File: src/rtl/pipe_ctrl_pkg.sv
// Shared types and constants for the pipeline hazard/stall control logic.
package pipe_ctrl_pkg;

    typedef enum logic [1:0] {
        RUN      = 2'd0,
        MEM_WAIT = 2'd1,
        ERROR    = 2'd2
    } hz_state_t;

    localparam logic [4:0]  REG_ZERO = 5'd0;
    localparam logic [31:0] NOP_INSN = 32'h0000_0013;  // addi x0, x0, 0 injected as the ID/EX bubble

endpackage

File: src/rtl/hazard_control_unit_sat_counter.sv
// Saturating up-counter with synchronous active-high clear.
module sat_counter #(
    parameter int W = 16
) (
    input  logic         CLK,
    input  logic         RST,
    input  logic         INC,
    output logic [W-1:0] Q
);

    always_ff @(posedge CLK) begin
        if (RST)
            Q <= '0;
        else if (INC && (Q != '1))
            Q <= Q + W'(1);
    end

endmodule

File: src/rtl/hazard_control_unit.sv
// Pipeline hazard control: load-use stall, taken-branch flush, data-memory
// wait freeze with timeout, and saturating stall counters.
module hazard_control_unit
    import pipe_ctrl_pkg::*;
#(
    parameter int TIMEOUT = 16,
    parameter int CNT_W   = 16
) (
    input  logic             CLK,
    input  logic             RST,
    input  logic [4:0]       ARS1_ID,
    input  logic [4:0]       ARS2_ID,
    input  logic             USES_RS1_ID,
    input  logic             USES_RS2_ID,
    input  logic [4:0]       ARD_ID_EX,
    input  logic             MEMREAD_ID_EX,
    input  logic             BRANCH_TAKEN_EX,
    input  logic             DMEM_REQ,
    input  logic             DMEM_READY,
    output logic             STALL_PC,
    output logic             STALL_IF_ID,
    output logic             BUBBLE_ID_EX,
    output logic             FLUSH_IF_ID,
    output logic             FLUSH_ID_EX,
    output logic             FREEZE,
    output logic             MEM_ERR,
    output logic [1:0]       HZ_STATE,
    output logic [CNT_W-1:0] LU_CNT,
    output logic [CNT_W-1:0] MW_CNT
);

    localparam int            WW = $clog2(TIMEOUT + 1);
    localparam logic [WW-1:0] TO = WW'(TIMEOUT);

    hz_state_t     state, state_nxt;
    logic [WW-1:0] wcnt, wcnt_nxt;
    logic          mem_err_q, err_set;
    logic          lu, run_rules;
    logic          stall_c, flush_c, freeze_c;

    assign lu = MEMREAD_ID_EX && (ARD_ID_EX != REG_ZERO) &&
                ((USES_RS1_ID && (ARD_ID_EX == ARS1_ID)) ||
                 (USES_RS2_ID && (ARD_ID_EX == ARS2_ID)));

    always_ff @(posedge CLK) begin
        if (RST) begin
            state     <= RUN;
            wcnt      <= '0;
            mem_err_q <= 1'b0;
        end else begin
            state <= state_nxt;
            wcnt  <= wcnt_nxt;
            if (err_set)
                mem_err_q <= 1'b1;
        end
    end

    always_comb begin
        state_nxt = state;
        wcnt_nxt  = wcnt;
        err_set   = 1'b0;
        run_rules = 1'b0;
        stall_c   = 1'b0;
        flush_c   = 1'b0;
        freeze_c  = 1'b0;
        case (state)
            RUN: run_rules = 1'b1;
            MEM_WAIT: begin
                if (DMEM_READY) begin
                    // Release cycle behaves like RUN so held hazards resolve now.
                    run_rules = 1'b1;
                    state_nxt = RUN;
                end else begin
                    freeze_c = 1'b1;
                    if (wcnt == TO) begin
                        state_nxt = ERROR;
                        err_set   = 1'b1;
                    end else begin
                        wcnt_nxt = wcnt + WW'(1);
                    end
                end
            end
            ERROR:   freeze_c  = 1'b1;
            default: state_nxt = RUN;
        endcase
        if (run_rules) begin
            if (DMEM_REQ && !DMEM_READY) begin
                freeze_c  = 1'b1;
                state_nxt = MEM_WAIT;
                wcnt_nxt  = WW'(1);
            end else if (BRANCH_TAKEN_EX) begin
                flush_c = 1'b1;
            end else if (lu) begin
                stall_c = 1'b1;
            end
        end
    end

    assign STALL_PC     = stall_c  && !RST;
    assign STALL_IF_ID  = stall_c  && !RST;
    assign BUBBLE_ID_EX = stall_c  && !RST;
    assign FLUSH_IF_ID  = flush_c  && !RST;
    assign FLUSH_ID_EX  = flush_c  && !RST;
    assign FREEZE       = freeze_c && !RST;
    assign MEM_ERR      = mem_err_q;
    assign HZ_STATE     = state;

    sat_counter #(.W(CNT_W)) u_lu_cnt (
        .CLK (CLK),
        .RST (RST),
        .INC (BUBBLE_ID_EX),
        .Q   (LU_CNT)
    );

    sat_counter #(.W(CNT_W)) u_mw_cnt (
        .CLK (CLK),
        .RST (RST),
        .INC (FREEZE && (state == RUN || state == MEM_WAIT)),
        .Q   (MW_CNT)
    );

endmodule

File: config.mk
export PLATFORM = sky130hd
export DESIGN_NAME = hazard_control_unit
export DESIGN_NICKNAME = d
export VERILOG_FILES = /design/src/rtl/pipe_ctrl_pkg.sv /design/src/rtl/hazard_control_unit_sat_counter.sv /design/src/rtl/hazard_control_unit.sv
export SDC_FILE = /design/constraint.sdc
export NUM_CORES = 1
export LEC_CHECK = 0
export BUFFER_PORTS_ARGS = -buffer_cell sky130_fd_sc_hd__buf_2
export CAP_MARGIN = 20
export CORE_UTILIZATION = 55
export DETAILED_ROUTE_END_ITERATION = 8
export PLACE_DENSITY_LB_ADDON = 0.2
export SYNTH_ARGS = -nofsm -noshare
export SYNTH_HDL_FRONTEND = slang
export SYNTH_SLANG_ARGS = --single-unit
File: constraint.sdc
create_clock -name CLK -period 5.4 [get_ports CLK]
set_clock_uncertainty 0.15 [all_clocks]
set_input_delay 0.81 -clock CLK [delete_from_list [all_inputs] [get_ports CLK]]
set_output_delay 0.81 -clock CLK [all_outputs]
set_load 0.005 [all_outputs]
==> qor.txt <==
DP Area: 0.002535 mm²
Antenna diodes: 0
fin nets: 359
Non-Filler Instances: 377
dpl cells: 369
vias: 2055
First DRT Iteration DRCs: 92
vias per cell: 5.451
HPWL after detailed placement: 3283 µm
drt wl/cell: 12.19 µm
Register-to-Register Path Depth: 8
Max Slew Vio Count: 0
first-pass GRT wire length: 7817 µm
initial antenna violation count: 0
crit share post-route: 56.78%
port buffer count: 63
top_reg_cell synth: dfxtp_1
core area: 0.003771 mm²
min Tclk post-route: 3.066 ns
post-route cell area: 0.002643 mm²
unrepaired setup endpoints after global routing: no
Initial Utilization: 58.69%
Yosys warning count: 0
Pwr per Cell Area: 219.3 mW/mm²
share of post-route cells with drive strength above 1: 23.10%
Mean Syn Cell Area: 8.228 µm²
cts hold-fix bufs: 0
Clock Path Buffers: 2
Post-Syn Nets: 300
gr usage total: 22.96%
Post-synth EDFFs: 0
num rows: 22
DRT antenna net count: 0
Mapped Cells: 269
Worst Path Required: 4.44 ns
CTS Buf Count: 5
commonest non-fill, non-tap cell in the layout: buf_2
number of global-route vias before repair: 1815
max cap viols: 0
FF+latch count, synth: 40
Critical R2R Launch: HZ_STATE[0]
critical path's largest stage delay: 0.50 ns
WP data arrival: 2.11 ns
worst-path fanout max: 6
slowest stage cell, crit path: or4_1
I/O pin cnt: 64
hold path depth: 2
Lkg Pwr: 1.153 nW
Clock Latency Late Sink: 0.28 ns
CTS root buf: clkbuf_8
final WL: 4595 µm
post-cts sizing count: 0
hold path startpoint: MEM_ERR
Crit Reg-Reg Endpoint: u_mw_cnt.Q[8]
Post-synth ARST share: 0%
Max-slew headroom: 30.07%
post-CTS setup buffers: 0
library cells used by synthesis: 39
grt total ovfl: 0
clk sinks: 40
critical path type: in -> out
Final Power: 579.5 µW
setup violators final: 0
WHS Endpoint: MEM_ERR
TNS Setup: 0 ns
CTS tree: done
Tightest Pin Transition: 1.023 ns
Max rail drop VDD: 0.0001758 V
most frequent cell on the critical path: buf_2
DRT Pass-1 Iters: 4
Fmax: 326.2 MHz
crit-path cells: buf_2, or4_1, o21ai_0, nor3_2, nand2_1, inv_1, buf_2
Die Width: 65.44 µm
# DRC: 0
largest net degree at the start of global routing: 45
Die H: 65.44 µm
die area: 0.004282 mm²
Worst Hold Class: reg -> reg
clk slew on worst S/H paths: 0.07 ns
status: complete, no violations
H-tree levels: 2
Crit. End Element: primary output
setup slack, reg-to-reg: 2.70 ns
Layout area overhead: 19.39%
sequential element share of the synthesized area: 36.18%
most frequent cells in the layout: 63 x buf_2, 40 x dfxtp_1, 33 x nor2_1
final number of hold-violating endpoints: 0
Min Hold Slack: 0.3288 ns
Cell Area, Synth: 0.002213 mm²
Critical Path Start Type: input pin
GP Congestion: 0.8011
==> power breakdown <==
part           internal, mW  leakage (nW)  switching, mW
logic                0.0198         0.775         0.0243
registers             0.297         0.323        0.00253
clock network         0.137        0.0552         0.0990
total                 0.454          1.15          0.126
==> routing by layer <==
layer	track usage, %	vias up	routed length [µm]
li1	-	1058	-
met1	30.78	931	2324
met2	36.73	64	2005
met3	4.340	2	237
met4	7.880	0	27
met5	0	-	0
==> Yosys cell counts, types with 2 or more instances <==
| library cell | count | area [µm²] |
|---|---|---|
| and2_1 | 8 | 50.05 |
| a21oi_1 | 16 | 80.08 |
| and3_1 | 7 | 43.79 |
| buf_1 | 2 | 7.510 |
| dfxtp_1 | 40 | 800.8 |
| nand2_1 | 18 | 67.56 |
| nor2_1 | 33 | 123.9 |
| xnor2_1 | 13 | 113.9 |
| clkbuf_1 | 5 | 18.77 |
| or3_1 | 4 | 25.02 |
| ha_1 | 8 | 100.1 |
| o31ai_1 | 5 | 37.54 |
| and4_1 | 2 | 17.52 |
| nor2b_1 | 7 | 43.79 |
| inv_1 | 10 | 37.54 |
| o21ai_0 | 8 | 40.04 |
| nor3_1 | 5 | 25.02 |
| buf_4 | 3 | 22.52 |
| nand3_1 | 16 | 80.08 |
| or4_1 | 7 | 52.55 |
| xor2_1 | 19 | 166.4 |
| nand4_1 | 16 | 100.1 |
==> worst max path at each step <==
stage                      start      endpoint  slack [ns]  cells past startpoint
finish              ARD_ID_EX[1]  BUBBLE_ID_EX        2.33                      7
global route        ARD_ID_EX[1]      STALL_PC        2.24                      7
CTS                 ARD_ID_EX[1]  BUBBLE_ID_EX        2.34                      7
detailed placement  ARD_ID_EX[1]  BUBBLE_ID_EX        2.35                      7
global placement    ARD_ID_EX[1]  BUBBLE_ID_EX        2.34                      7
floorplan           ARD_ID_EX[1]   STALL_IF_ID        2.56                      6
==> kinds of logic after synthesis <==
logic type	synth area share, %
AOI/OAI and AO/OA	9.158
xor gates and xnor gates	12.66
adders and majority gates	4.523
buffers and inverters	4.127
DFF	36.18
muxes	0.9610
and+or+nand+nor	32.39
==> area by class of cell <==
cell class              instances  area [µm²]
flip-flops and latches         40       800.8
clock inverters                 2       35.03
well taps                      48       60.06
clock buffers                   6       72.57
repair buffers                 63       315.3
multi-input cells             208        1321
inverters                      10       37.54
fillers                       332        1129
==> per-stage QoR <==
| step | utilization (%) | worst slack, ns |
|---|---|---|
| floorplan | - | 2.561 |
| global placement | 67.22 | 2.343 |
| CTS | 70.07 | 2.340 |
| global route | 70.07 | 2.243 |
| detailed placement | 67.22 | 2.350 |
| finish | 70.07 | 2.334 |
==> flip-flops by register name, indices dropped and copies added, names as in the netlist <==
| signal | count |
|---|---|
| u_lu_cnt.Q | 16 |
| u_mw_cnt.Q | 16 |
| wcnt | 5 |
| HZ_STATE | 2 |
| MEM_ERR | 1 |
==> worst max-delay path, delay by kind of cell <==
kind	cells	cell delay, ns
AO/OA/AOI/OAI	1	0.20
buffers and inverters	3	0.33
AND/OR/NAND/NOR	3	0.76
Note: power is estimated with default switching activity, not from simulation.
